## config.mk

```make
export PLATFORM = sky130hd
export DESIGN_NAME = wb_port_arbiter
export DESIGN_NICKNAME = d
export VERILOG_FILES = /design/src/rtl/wb_port_arbiter.sv
export SDC_FILE = /design/constraint.sdc
export NUM_CORES = 1
export LEC_CHECK = 0
export CAP_MARGIN = 15
export CORE_MARGIN = 2
export CORE_UTILIZATION = 35
export CTS_CLUSTER_DIAMETER = 80
export DETAILED_ROUTE_END_ITERATION = 6
export PLACE_DENSITY = 0.77
export SYNTH_ARGS = -nofsm -noshare
export SYNTH_HDL_FRONTEND = slang
export SYNTH_SLANG_ARGS = --single-unit
export TNS_END_PERCENT = 10
```

## constraint.sdc

```tcl
create_clock -name clk -period 2.2 [get_ports clk]
set_input_delay 0.44 -clock clk [delete_from_list [all_inputs] [get_ports clk]]
set_output_delay 0.44 -clock clk [all_outputs]
set_load 0.005 [all_outputs]
```

## src/rtl/wb_port_arbiter.sv

```systemverilog
// Register-file write-port arbiter for the ALU, load and mul/div producers.
// Grants one requester per cycle and drives a registered write (index, data, strobe).
module wb_port_arbiter #(
    parameter int NREQ         = 3,
    parameter int MEM_PRIORITY = 1,
    parameter int CNT_W        = 16
) (
    input  logic              clk,
    input  logic              rst,
    input  logic              enable,
    input  logic [NREQ-1:0]   req_valid,
    input  logic [4:0]        req_index0,
    input  logic [4:0]        req_index1,
    input  logic [4:0]        req_index2,
    input  logic [31:0]       req_data0,
    input  logic [31:0]       req_data1,
    input  logic [31:0]       req_data2,
    output logic [NREQ-1:0]   req_ready,
    output logic              wb_write,
    output logic [4:0]        wb_index,
    output logic [31:0]       wb_data,
    output logic [CNT_W-1:0]  stall_count
);

    logic [1:0]        r_rr_ptr;
    logic              r_wb_write;
    logic [4:0]        r_wb_index;
    logic [31:0]       r_wb_data;
    logic [CNT_W-1:0]  r_stall_count;

    logic [NREQ-1:0]   w_grant;
    logic [1:0]        w_sel;
    logic [1:0]        w_next_ptr;
    logic [4:0]        w_index;
    logic [31:0]       w_data;
    logic              w_xfer;
    logic              w_stall;

    // Grant selection: load priority override, otherwise round-robin search from r_rr_ptr.
    always_comb begin
        w_grant = 3'b000;
        if (rst || !enable || (req_valid == 3'b000)) begin
            w_grant = 3'b000;
        end else if ((MEM_PRIORITY != 0) && req_valid[1]) begin
            w_grant = 3'b010;
        end else begin
            case (r_rr_ptr)
                2'd1: begin
                    if (req_valid[1])      w_grant = 3'b010;
                    else if (req_valid[2]) w_grant = 3'b100;
                    else if (req_valid[0]) w_grant = 3'b001;
                    else                   w_grant = 3'b000;
                end
                2'd2: begin
                    if (req_valid[2])      w_grant = 3'b100;
                    else if (req_valid[0]) w_grant = 3'b001;
                    else if (req_valid[1]) w_grant = 3'b010;
                    else                   w_grant = 3'b000;
                end
                default: begin
                    if (req_valid[0])      w_grant = 3'b001;
                    else if (req_valid[1]) w_grant = 3'b010;
                    else if (req_valid[2]) w_grant = 3'b100;
                    else                   w_grant = 3'b000;
                end
            endcase
        end
    end

    // Encode the grant, pick the winner's payload and the pointer that follows it.
    always_comb begin
        w_sel      = 2'd0;
        w_next_ptr = r_rr_ptr;
        w_index    = req_index0;
        w_data     = req_data0;
        case (w_grant)
            3'b001:  w_sel = 2'd0;
            3'b010:  w_sel = 2'd1;
            3'b100:  w_sel = 2'd2;
            default: w_sel = 2'd0;
        endcase
        case (w_sel)
            2'd1: begin
                w_index    = req_index1;
                w_data     = req_data1;
                w_next_ptr = 2'd2;
            end
            2'd2: begin
                w_index    = req_index2;
                w_data     = req_data2;
                w_next_ptr = 2'd0;
            end
            default: begin
                w_index    = req_index0;
                w_data     = req_data0;
                w_next_ptr = 2'd1;
            end
        endcase
    end

    assign w_xfer  = (w_grant != 3'b000);
    // A stall is any valid requester left waiting while the pipeline is advancing.
    assign w_stall = enable && ((req_valid & ~w_grant) != 3'b000);

    // Registered write port, round-robin pointer and saturating stall counter.
    always_ff @(posedge clk) begin
        if (rst) begin
            r_rr_ptr      <= 2'd0;
            r_wb_write    <= 1'b0;
            r_wb_index    <= 5'd0;
            r_wb_data     <= 32'd0;
            r_stall_count <= {CNT_W{1'b0}};
        end else begin
            if (w_xfer) begin
                r_rr_ptr   <= w_next_ptr;
                // Writes to x0 are consumed but never strobed into the register file.
                r_wb_write <= (w_index != 5'd0);
                r_wb_index <= w_index;
                r_wb_data  <= w_data;
            end else begin
                r_rr_ptr   <= r_rr_ptr;
                r_wb_write <= 1'b0;
                r_wb_index <= r_wb_index;
                r_wb_data  <= r_wb_data;
            end
            if (w_stall && (r_stall_count != {CNT_W{1'b1}})) begin
                r_stall_count <= r_stall_count + {{(CNT_W-1){1'b0}}, 1'b1};
            end else begin
                r_stall_count <= r_stall_count;
            end
        end
    end

    assign req_ready   = w_grant;
    assign wb_write    = r_wb_write;
    assign wb_index    = r_wb_index;
    assign wb_data     = r_wb_data;
    assign stall_count = r_stall_count;

endmodule

```

==> flow_metrics.tcl <==
set metrics [dict create \
    hp-class "register to register" \
    dr.pass1.iters 5 \
    cts_root_buffer "clkbuf_8" \
    ys_ff_latch 56 \
    r2r-end "wb_write" \
    clk_latency_ps 310 \
    fmax_ghz 0.4736 \
    multi_input_area_sq_um 1827 \
    r2r_start "r_rr_ptr[1]" \
    synth_cell_types 44 \
    cts.clk_slew.worst_paths_ps 90 \
    antennaDiodeCount 0 \
    layout_common_cells "168 x clkdlybuf4s50_1, 120 x nand2_1, 56 x dfxtp_1" \
    syn_nets 545 \
    use_met3 0.06514 \
    final_cell_area_sq_um 5207 \
    io_buffers 173 \
    clockBufferDepth 2 \
    async_reset_ff_frac 0 \
    cts.sinks 56 \
    instances_no_fill 705 \
    die_h_um 98.29 \
    grt_pass1_wl_um 16840 \
    power.density_nw_per_um2 426.2 \
    postCtsHoldBufs 0 \
    hold_violations 0 \
    use_met1 0.2318 \
    grt_use_met2 0.3919 \
    numCtsBuffers 5 \
    hold_slack_ps 459.3 \
    drive_gt1_frac 0.07538 \
    nets 717 \
    syn_area_sq_um 3112 \
    dpl_cell_area_sq_um 5101 \
    switchingPower_mw 0.5727 \
    place_congestion 0.8093 \
    drt_iter0_drc 129 \
    r2r_cells 8 \
    clkPwrFrac 0.266 \
    fillers 783 \
    crit_path_end_kind "output port" \
    synth_edf_count 0 \
    worst_clock_skew_ps 10.10 \
    synth_flop_cell "dfxtp_1" \
    cp_max_fo 2 \
    leakage_nw 1.899 \
    rsz0062_at_grt "false" \
    antenna_found_initial 0 \
    internal_power_mw 1.647 \
    holdPathStages 2 \
    cts_tree "done" \
    min_to "wb_data[23]" \
    grt_max_degree 41 \
    wl_per_cell_um 15.08 \
    critical_path_class "input port to output port" \
    viasPerCell 5.250 \
    coreArea_sq_um 8678 \
    grt-busiest-layer "met2" \
    layout_commonest_cell "clkdlybuf4s50_1" \
    ff2ff_setup_slack_ps 250 \
    setup_viol 0 \
    crit_arrival_ps 1670 \
    io_pins 174 \
    p_comb_frac 0.251 \
    critPathRequiredTime_ps 1760 \
    place_hpwl_um 8313 \
    synthCells 424 \
    grt_usage 0.2135 \
    total_power_mw 2.219 \
    grt_pass1_vias 3575 \
    cap_violations 0 \
    syn_area_per_cell_sq_um 7.339 \
    status "completed" \
    dr_total_vias 3701 \
    grt-ovfl-total 0 \
    swShare 0.2580 \
    antenna_left 0 \
    syn2layout_area_growth_pct 67.35 \
    tightest_slew_ps 697.6 \
    finalCritPeriodShare 0.9597 \
    start_util 0.3586 \
    ys_seq_area_frac 0.3603 \
    fin_util 0.6001 \
    yosys_warnings 0 \
    fp.dieArea_sq_um 9661 \
    route.detailed.drc 0 \
    fin_crit_ps 2111 \
    cp-start-kind "input port" \
    postCtsSetupRepairBufs 0 \
    cts_max_level 2 \
    regArea_sq_um 1121 \
    drt-total-wl_um 10630 \
    peakVddDrop_v 0.0003047 \
    fp-row-count 34 \
    die_w_um 98.29 \
    numPlacedInstances 697 \
    maxSlewHeadroom 0.5344 \
    finalMaxSlewViolations 0 \
    seq_power_share 0.483 \
    min-delay-start "wb_data[23]" \
]
logic make-up after synthesis:
logic type / synth area share
xor+xnor: 0.002815
fa+ha+maj: 0.02051
flops: 0.3603
compound gates: 0.2988
simple gates: 0.2272
buf+inv: 0.05830
mux: 0.03217
worst max-delay path by stage:
stage / from / endpoint / cells after the start
global placement: enable / wb_data[25] / 10
detailed placement: enable / wb_data[14] / 10
floorplan: rst / wb_write / 11
finish: enable / req_ready[1] / 6
global route: req_valid[0] / wb_data[9] / 10
CTS: req_valid[0] / wb_data[14] / 9
power by group through the flow:
stage / clock [mW] / sequential [mW] / combinational (mW)
2_1_floorplan: 0 / 1.10 / 0.189
3_3_place_gp: 0 / 1.09 / 0.546
3_5_place_dp: 0 / 1.10 / 0.554
4_1_cts: 0.606 / 1.07 / 0.554
5_1_grt: 0.642 / 1.08 / 0.605
6_report: 0.590 / 1.07 / 0.556
worst max-delay path, cell delays in order:
cell and delay, ps:
clkdlybuf4s15_1 230, buf_4 130, nand3_1 110, buf_4 180
inv_1 80, clkdlybuf4s50_1 500
per-layer routing:
layer | share of wire | up-vias
met1 | 0.38 | 1694
met5 | 0 | -
met2 | 0.52 | 153
li1 | - | 1834
met4 | 0.024 | 0
met3 | 0.079 | 20
Yosys cell counts, drive strengths merged, types with 4 or more instances:
| cell type | count | area (sq um) |
|---|---|---|
| o21ai | 40 | 204.0 |
| buf | 10 | 57.55 |
| nor2b | 6 | 37.54 |
| a211oi | 6 | 45.04 |
| nand3 | 5 | 25.02 |
| clkbuf | 24 | 90.09 |
| nor2 | 15 | 56.30 |
| dfxtp | 56 | 1121 |
| inv | 9 | 33.78 |
| ha | 4 | 50.05 |
| nand2 | 120 | 450.4 |
| a21oi | 46 | 234.0 |
| mux2 | 8 | 90.09 |
| a22oi | 37 | 277.8 |
| nand4 | 4 | 25.02 |
per-stage QoR:
stage	TNS (ps)	setup slack, ps
finish	0	88.65
detailed placement	-13290	-409.0
floorplan	-26.97	-26.97
global route	0	7.955
CTS	0	47.51
global placement	-10340	-324.5
flip-flops by register name (all words and copies together), names as in the netlist:
name         cells
wb_write         1
wb_index         5
stall_count     16
wb_data         32
r_rr_ptr         2
repair_timing:
| action | in CTS | in global routing |
|---|---|---|
| endpoints found under the hold margin | 0 | 0 |
| gates resized for setup | 5 | 3 |
| pin swaps | 1 | 0 |
| setup endpoints to repair | 19 | 15 |
layout make-up:
type                    count  share of cell area
clock buffers               7             0.01658
clock inverters             1            0.001442
inverters                   9            0.006487
multi-input cells         325              0.3508
flip-flops and latches     56              0.2153
well taps                 108             0.02595
repair buffers            199              0.3835
Note: power is estimated with default switching activity, not from simulation.
